===== src/rtl/egress_axis_downsizer_pkg.sv =====
`default_nettype none
// ============================================================================
//  Package     : pkt_pkg
//  Description : Shared widths and lane helpers for the egress downsizer.
//  Revision    : 1.0 - initial release
// ============================================================================
package pkt_pkg;

    localparam int DATA_WIDTH_IN  = 512;
    localparam int DATA_WIDTH_OUT = 64;
    localparam int RATIO          = DATA_WIDTH_IN / DATA_WIDTH_OUT;
    localparam int LANE_IDX_W     = (RATIO > 1) ? $clog2(RATIO) : 1;
    localparam int KEEP_W_IN      = DATA_WIDTH_IN / 8;
    localparam int KEEP_W_OUT     = DATA_WIDTH_OUT / 8;

    // Highest lane index whose keep slice carries at least one valid byte.
    function automatic logic [LANE_IDX_W-1:0] last_lane(input logic [KEEP_W_IN-1:0] keep);
        logic [LANE_IDX_W-1:0] hi;
        hi = '0;
        for (int i = 0; i < RATIO; i++) begin
            if (|keep[i*KEEP_W_OUT +: KEEP_W_OUT]) begin
                hi = LANE_IDX_W'(i);
            end
        end
        return hi;
    endfunction

endpackage
`default_nettype wire


===== src/rtl/egress_axis_downsizer.sv =====
`default_nettype none
// ============================================================================
//  Module      : egress_axis_downsizer
//  Description : Serialises wide AXI-Stream beats into narrow lanes, skipping
//                lanes without valid bytes; counts emitted packets.
//  Revision    : 1.0 - initial release
// ============================================================================
module egress_axis_downsizer
    import pkt_pkg::*;
#(
    parameter int DATA_WIDTH_IN  = pkt_pkg::DATA_WIDTH_IN,
    parameter int DATA_WIDTH_OUT = pkt_pkg::DATA_WIDTH_OUT
) (
    input  logic                        clk,
    input  logic                        rst,
    input  logic [DATA_WIDTH_IN-1:0]    s_axis_tdata,
    input  logic [DATA_WIDTH_IN/8-1:0]  s_axis_tkeep,
    input  logic                        s_axis_tvalid,
    output logic                        s_axis_tready,
    input  logic                        s_axis_tlast,
    output logic [DATA_WIDTH_OUT-1:0]   m_axis_tdata,
    output logic [DATA_WIDTH_OUT/8-1:0] m_axis_tkeep,
    output logic                        m_axis_tvalid,
    input  logic                        m_axis_tready,
    output logic                        m_axis_tlast,
    output logic [31:0]                 pkt_cnt,
    output logic                        err_null_beat
);

    localparam int c_RATIO  = DATA_WIDTH_IN / DATA_WIDTH_OUT;
    localparam int c_IDX_W  = (c_RATIO > 1) ? $clog2(c_RATIO) : 1;
    localparam int c_KW_IN  = DATA_WIDTH_IN / 8;
    localparam int c_KW_OUT = DATA_WIDTH_OUT / 8;

    logic [DATA_WIDTH_IN-1:0] r_data;
    logic [c_KW_IN-1:0]       r_keep;
    logic                     r_last;
    logic                     r_valid;
    logic [c_IDX_W-1:0]       r_idx;
    logic [c_IDX_W-1:0]       r_last_lane;
    logic [31:0]              r_pkt_cnt;
    logic                     r_err_null;

    logic                      w_out_hs;
    logic                      w_beat_done;
    logic                      w_in_hs;
    logic                      w_keep_any;
    logic                      w_load;
    logic [c_IDX_W-1:0]        w_new_last_lane;
    logic [DATA_WIDTH_OUT-1:0] w_lane_data;
    logic [c_KW_OUT-1:0]       w_lane_keep;

    assign w_out_hs    = r_valid && m_axis_tready;
    assign w_beat_done = w_out_hs && (r_idx == r_last_lane);
    // Ready looks through to m_axis_tready so the next beat loads on the
    // same edge the current one finishes.
    assign s_axis_tready = !r_valid || w_beat_done;
    assign w_in_hs       = s_axis_tvalid && s_axis_tready;
    assign w_keep_any    = |s_axis_tkeep;
    assign w_load        = w_in_hs && w_keep_any;

    always_comb begin
        w_new_last_lane = '0;
        for (int i = 0; i < c_RATIO; i++) begin
            if (|s_axis_tkeep[i*c_KW_OUT +: c_KW_OUT]) begin
                w_new_last_lane = c_IDX_W'(i);
            end
        end
    end

    always_comb begin
        w_lane_data = '0;
        w_lane_keep = '0;
        for (int i = 0; i < c_RATIO; i++) begin
            if (r_idx == c_IDX_W'(i)) begin
                w_lane_data = r_data[i*DATA_WIDTH_OUT +: DATA_WIDTH_OUT];
                w_lane_keep = r_keep[i*c_KW_OUT +: c_KW_OUT];
            end
        end
    end

    always_ff @(posedge clk) begin
        if (rst) begin
            r_data      <= '0;
            r_keep      <= '0;
            r_last      <= 1'b0;
            r_valid     <= 1'b0;
            r_idx       <= '0;
            r_last_lane <= '0;
            r_pkt_cnt   <= '0;
            r_err_null  <= 1'b0;
        end else begin
            r_err_null <= w_in_hs && !w_keep_any;
            if (w_load) begin
                r_data      <= s_axis_tdata;
                r_keep      <= s_axis_tkeep;
                r_last      <= s_axis_tlast;
                r_valid     <= 1'b1;
                r_idx       <= '0;
                r_last_lane <= w_new_last_lane;
            end else if (w_beat_done) begin
                r_valid <= 1'b0;
            end else if (w_out_hs) begin
                r_idx <= r_idx + c_IDX_W'(1);
            end
            if (w_out_hs && m_axis_tlast) begin
                r_pkt_cnt <= r_pkt_cnt + 32'd1;
            end
        end
    end

    assign m_axis_tvalid = r_valid;
    assign m_axis_tdata  = w_lane_data;
    assign m_axis_tkeep  = w_lane_keep;
    assign m_axis_tlast  = r_valid && r_last && (r_idx == r_last_lane);
    assign pkt_cnt       = r_pkt_cnt;
    assign err_null_beat = r_err_null;

endmodule
`default_nettype wire


===== config.mk =====
export PLATFORM = sky130hd
export DESIGN_NAME = egress_axis_downsizer
export DESIGN_NICKNAME = d
export VERILOG_FILES = /design/src/rtl/egress_axis_downsizer_pkg.sv /design/src/rtl/egress_axis_downsizer.sv
export SDC_FILE = /design/constraint.sdc
export NUM_CORES = 1
export LEC_CHECK = 0
export ABC_CLOCK_PERIOD_IN_PS = 3680
export CORE_AREA = 2 2 271 273
export DETAILED_ROUTE_END_ITERATION = 10
export DIE_AREA = 0 0 273 275
export PLACE_DENSITY = 0.63
export SYNTH_ARGS = -nofsm -noshare
export SYNTH_HDL_FRONTEND = slang
export SYNTH_SLANG_ARGS = --single-unit

===== constraint.sdc =====
create_clock -name clk -period 3.68 [get_ports clk]
set_input_delay 0.736 -clock clk [delete_from_list [all_inputs] [get_ports clk]]
set_output_delay 0.736 -clock clk [all_outputs]
set_load 0.01 [all_outputs]

Yosys cells after proc, flatten, opt, wreduce, memory -nomap -nowiden
Cells that the tools add are included.
- bits in registers: 617
- bits of input ports: 581
- output and inout bits: 108
- logic and storage cells: 67
- add/subtract/negate cells: 2
- equal/unequal tests: 8
- multiplexer cells: 25
- bitwise gates (word level): 1
- reductions and logical operators: 23
- operator list (cell ; count):
    64-bit two-way mux ; 8
    8-bit two-way mux ; 8
    64-bit OR reduction ; 1
    8-bit OR reduction ; 7
    32-bit by 1-bit adder with 32-bit output, second input constant ; 1
    3-bit two-way mux ; 6
    3-bit equality test, second input constant ; 4
    1-bit logical AND ; 8
    3-bit by 2-bit equality test with 1-bit output, second input constant ; 2
    3-bit by 1-bit adder with 3-bit output, second input constant ; 1
    3-bit by 1-bit equality test with 1-bit output, second input constant ; 1
    3-bit equality test ; 1
    3-bit zero test ; 1
    1-bit two-way mux ; 3
    1-bit zero test ; 2
    2-bit AND reduction ; 1
    2-bit nonzero test ; 1
    2-bit OR reduction ; 1
    1-bit logical OR ; 1
    1-bit inverter ; 1

Longest topological paths before layout
Gate-level depths: netlist (run 1).
- depth after elaboration: 9
- gate-level depth with buffers: 9

Least setup slack after synthesis (run 1)
OpenSTA, ideal clock, no wires.
- path kind: input to register
- start point: input port s_axis_tkeep[12]
- end point: register r_data[419]
- setup time: 0.117 ns
- arrival: 3.114 ns
- required time: 3.563 ns
- path slack: 0.449 ns
- stages on the path: 8
- path buffers: 3
- cell sequence: or4_1 > or4_1 > or4_4 > nor2b_1 > buf_2 > buf_1 > clkbuf_1 > a22o_1
- cells in the longest elaborated chain, start to end: 2
- RTL lines (item ; RTL line ; source):
    from (decl) ; egress_axis_downsizer.sv:17 ; input logic [DATA_WIDTH_IN/8-1:0] s_axis_tkeep,
    64-bit OR reduction ; egress_axis_downsizer.sv:59 ; assign w_keep_any = |s_axis_tkeep;
    1-bit logical AND ; egress_axis_downsizer.sv:60 ; assign w_load = w_in_hs && w_keep_any;
    to (signal assigned) ; egress_axis_downsizer.sv:95 ; r_data <= s_axis_tdata;
    to (decl) ; egress_axis_downsizer.sv:35 ; logic [DATA_WIDTH_IN-1:0] r_data;
No other way between the ends.
A chain may end at the register's enable or synchronous reset.

Final worst setup path (run 1)
- start point: register r_idx[0]
- end point: output port m_axis_tdata[57]
- cells in the longest elaborated chain, start to end: 9
- elaborated cells between the ends (all ways): 16
- classes of those cells: eq/ne: 7; mux: 8; reduce/logical: 1
- RTL lines (item ; RTL line ; source):
    from (decl) ; egress_axis_downsizer.sv:39 ; logic [c_IDX_W-1:0] r_idx;
    from (signal assigned) ; egress_axis_downsizer.sv:104 ; r_idx <= r_idx + c_IDX_W'(1);
    3-bit zero test ; egress_axis_downsizer.sv:75 ; if (r_idx == c_IDX_W'(i)) begin
    64-bit two-way mux (7 in series) ; egress_axis_downsizer.sv:75 ;
    64-bit two-way mux (*) ; egress_axis_downsizer.sv:75 ;
    to (decl) ; egress_axis_downsizer.sv:21 ; output logic [DATA_WIDTH_OUT-1:0] m_axis_tdata,
Every way passes the cells marked *; elsewhere a longest branch is shown, timed or not.

==> out/qor.csv, run 1 <==
metric;value;unit
wire_per_inst;23.9;um
worst_slew_pin_slew;0.952;ns
mappedNetlistArea;23600;um^2
setup_viol;5;
grt.total_usage;24.0;%
num_rows;99;
grt_pass1_wl;139000;um
cts_tree;done;
clock_path_buffers;3;
rsz0062_at_grt;true;
numCtsBuffers;69;
cts_max_level;3;
p_per_area;460;nW/um^2
ys.flop_type;dfxtp_1;
synth_most_common_cell;dfxtp_1;
initial_core_util;32.7;%
cp_slowest_stage_delay;0.47;ns
synth_seq_area_share;52.2;%
drtIter0Drc;1922;
root_buffer;clkbuf_16;
finalWorstSetupSlack;-0.170;ns
viasPerCell;5.60;
cp_data_arrival_time;3.11;ns
fin_util;50.2;%
first_global_vias;22800;
synth_common_cells;dfxtp_1, a22o_1, clkbuf_1, nor2_1, nand2_1;
ant_nets;0;
die_x;273;um
core;72300;um^2
firstDrtPassIters;7;
io_pins;689;
synth-seq-cells;617;
status;finished with violations;
clock_latency;0.60;ns
path_cells;inv_4 > buf_4 > ha_4 > nor3_2 > o21bai_4 > buf_12 > buf_4 > buf_16 > a221oi_4 > a2111oi_2 > buf_4 > clkdlybuf4s50_1;
syn_avg_cell_area;10.3;um^2
path_delay_family;buffers and inverters;
fillCellCount;6473;
area_growth;53.6;%
drt-total-wl;96600;um
vias;22700;
gp_congestion;0.918;
met2_usage;39.8;%
cap_violations;0;
synth_edf_count;0;
worstSetupStartpointType;flop;
fin_nets;3595;
fin_worst_hold_slack;0.469;ns
io_buffers;688;
fp.dieH;275;um
relSlewSlack;36.4;%
grt_util_met3;4.48;%
grt_overflow_total;0;
crit_path_frequent_cell;buf_4;
worstSetupPathType;flop to primary output;
ys_warn_count;0;
fmax;260;MHz
crit_fanout;13;
clkTransAtPathRegs;0.06;ns
grt_max_degree;87;
hp-class;flop to flop;
cpMaxStageDelayCell;clkdlybuf4s50_1;
post-route-min-period;3.85;ns
finClkSkew;0.0288;ns
fin_crit_sh;105;%
p_leak;14.4;nW
yosysTopAreaCellShare;52.2;%
async_reset_ff_share;0;%
peakVddDrop;481;uV
drive_above_1_share;16.2;%
place_hpwl;65000;um
yosys-top-cells-area;dfxtp_1, a22o_1, a2111oi_0;
violations;negative setup slack;
cts.sinks;617;
antenna_found_initial;29;
multi_input_area;11000;um^2
syn_inst;2288;
seqCellArea;12400;um^2
crit_required;2.94;ns
drc_errors;0;
synth_nets;2876;
slew_viol_final;0;
top_usage_layer;met2;
yosys.area.top_type;dfxtp_1;
ys_types;44;
path_buf_inv;7;
cp-end-kind;primary output;
hold_viol_final;0;
gr-usage-met1;29.7;%
die-area;75100;um^2
-- worst paths after layout --
check,startpoint,endpoint,slack (ns),cells past startpoint
worst max-delay path,r_idx[0],m_axis_tdata[57],-0.17,12
worst min-delay path,r_data[9],r_data[9],0.47,1
worst max register to register,pkt_cnt[4],pkt_cnt[29],0.74,5
worst min register to register,r_data[9],r_data[9],0.47,1
-- what timing repair did --
| action | CTS | global route |
|---|---|---|
| resized for setup | 303 | 159 |
| gates cloned | 11 | 2 |
| hold buffers | 0 | 0 |
| setup endpoints to repair | 72 | 67 |
| setup buffers | 24 | 24 |
| pin swaps | 56 | 38 |
-- where the power goes --
group | internal (mW) | switching, mW | total (mW)
logic | 1.36 | 1.02 | 2.39
registers | 7.13 | 0.282 | 7.42
clock network | 4.02 | 2.87 | 6.90
-- layout by cell type, fill, tap and decap left out, types with 9 or more instances in the layout --
cell,count
diode_2,30
and3b_1,72
buf_16,12
o22ai_2,14
clkbuf_8,13
inv_1,79
clkinv_2,12
o21ai_0,33
clkbuf_1,17
nor2_1,101
xnor2_1,21
o21ai_2,12
nor4_1,22
a21oi_2,9
nand2_1,89
a221oi_1,35
a21oi_1,75
o21ai_1,33
nand3_1,10
clkbuf_16,72
a2111oi_2,50
dfxtp_1,615
nand4_1,11
nor3_1,10
dlygate4sd2_1,13
a2111oi_1,13
clkdlybuf4s50_1,619
a221oi_2,34
buf_4,144
o22ai_1,50
or4_1,11
buf_2,10
buf_12,42
clkbuf_2,12
a22o_1,577
-- routing by layer --
layer	up-vias	share of wire [%]
li1	10300	-
met1	11100	40
met4	2	4.3
met3	222	6.9
met2	1031	49
met5	-	0.013
-- final cells by class --
cell class              instances  area share, %
clock buffers                 100           5.49
flip-flops and latches        617           34.0
clock inverters                24          0.751
repair buffers                882           25.0
inverters                      81          0.851
well taps                     959           3.30
diodes                         30          0.207
multi-input cells            1356           30.3
-- flip-flops by register name (all words and copies together) (netlist names) --
signal and cells:
pkt_cnt 32, r_keep 64, r_last_lane 3, r_idx 3, err_null_beat 1, r_data 512, m_axis_tvalid 1, r_last 1
-- cells by family (layout without fill, tap and decap cells) --
family,after synthesis,count (layout),share of synthesized area [%]
adders and majority gates,7,7,0.370
muxes,3,3,0.132
other,0,30,0
AOI/OAI and AO/OA,967,967,32.5
DFF,617,617,52.2
buffers and inverters,315,1087,5.70
xor gates and xnor gates,25,25,0.926
and+or+nand+nor,354,354,8.11
-- per-stage QoR --
stage / instance area (um^2) / instances / total power [mW] / worst slack [ns] / setup TNS (ns)
3_3_place_gp: 32300 / 3838 / 9.75 / -0.318 / -15.86
3_5_place_dp: 32300 / 3838 / 9.79 / -0.304 / -32.35
5_1_grt: 36300 / 4047 / 17.3 / -0.311 / -2.60
2_1_floorplan: 23600 / 2288 / 8.42 / 0.449 / 0
6_report: 36300 / 4049 / 16.7 / -0.170 / -0.427
4_1_cts: 35600 / 3997 / 16.7 / -0.288 / -3.13
Power figures use the tool's default switching activity.
==> run 2: changes to the inputs <==
--- a/config.mk
+++ b/config.mk
@@ -7,6 +7,7 @@
 export LEC_CHECK = 0
 export ABC_CLOCK_PERIOD_IN_PS = 3680
 export CORE_AREA = 2 2 271 273
+export CTS_CLUSTER_DIAMETER = 150
 export DETAILED_ROUTE_END_ITERATION = 10
 export DIE_AREA = 0 0 273 275
 export PLACE_DENSITY = 0.63
==> results of run 2 <==
The final DEF is identical to that of run 1; final timing and power are the same.
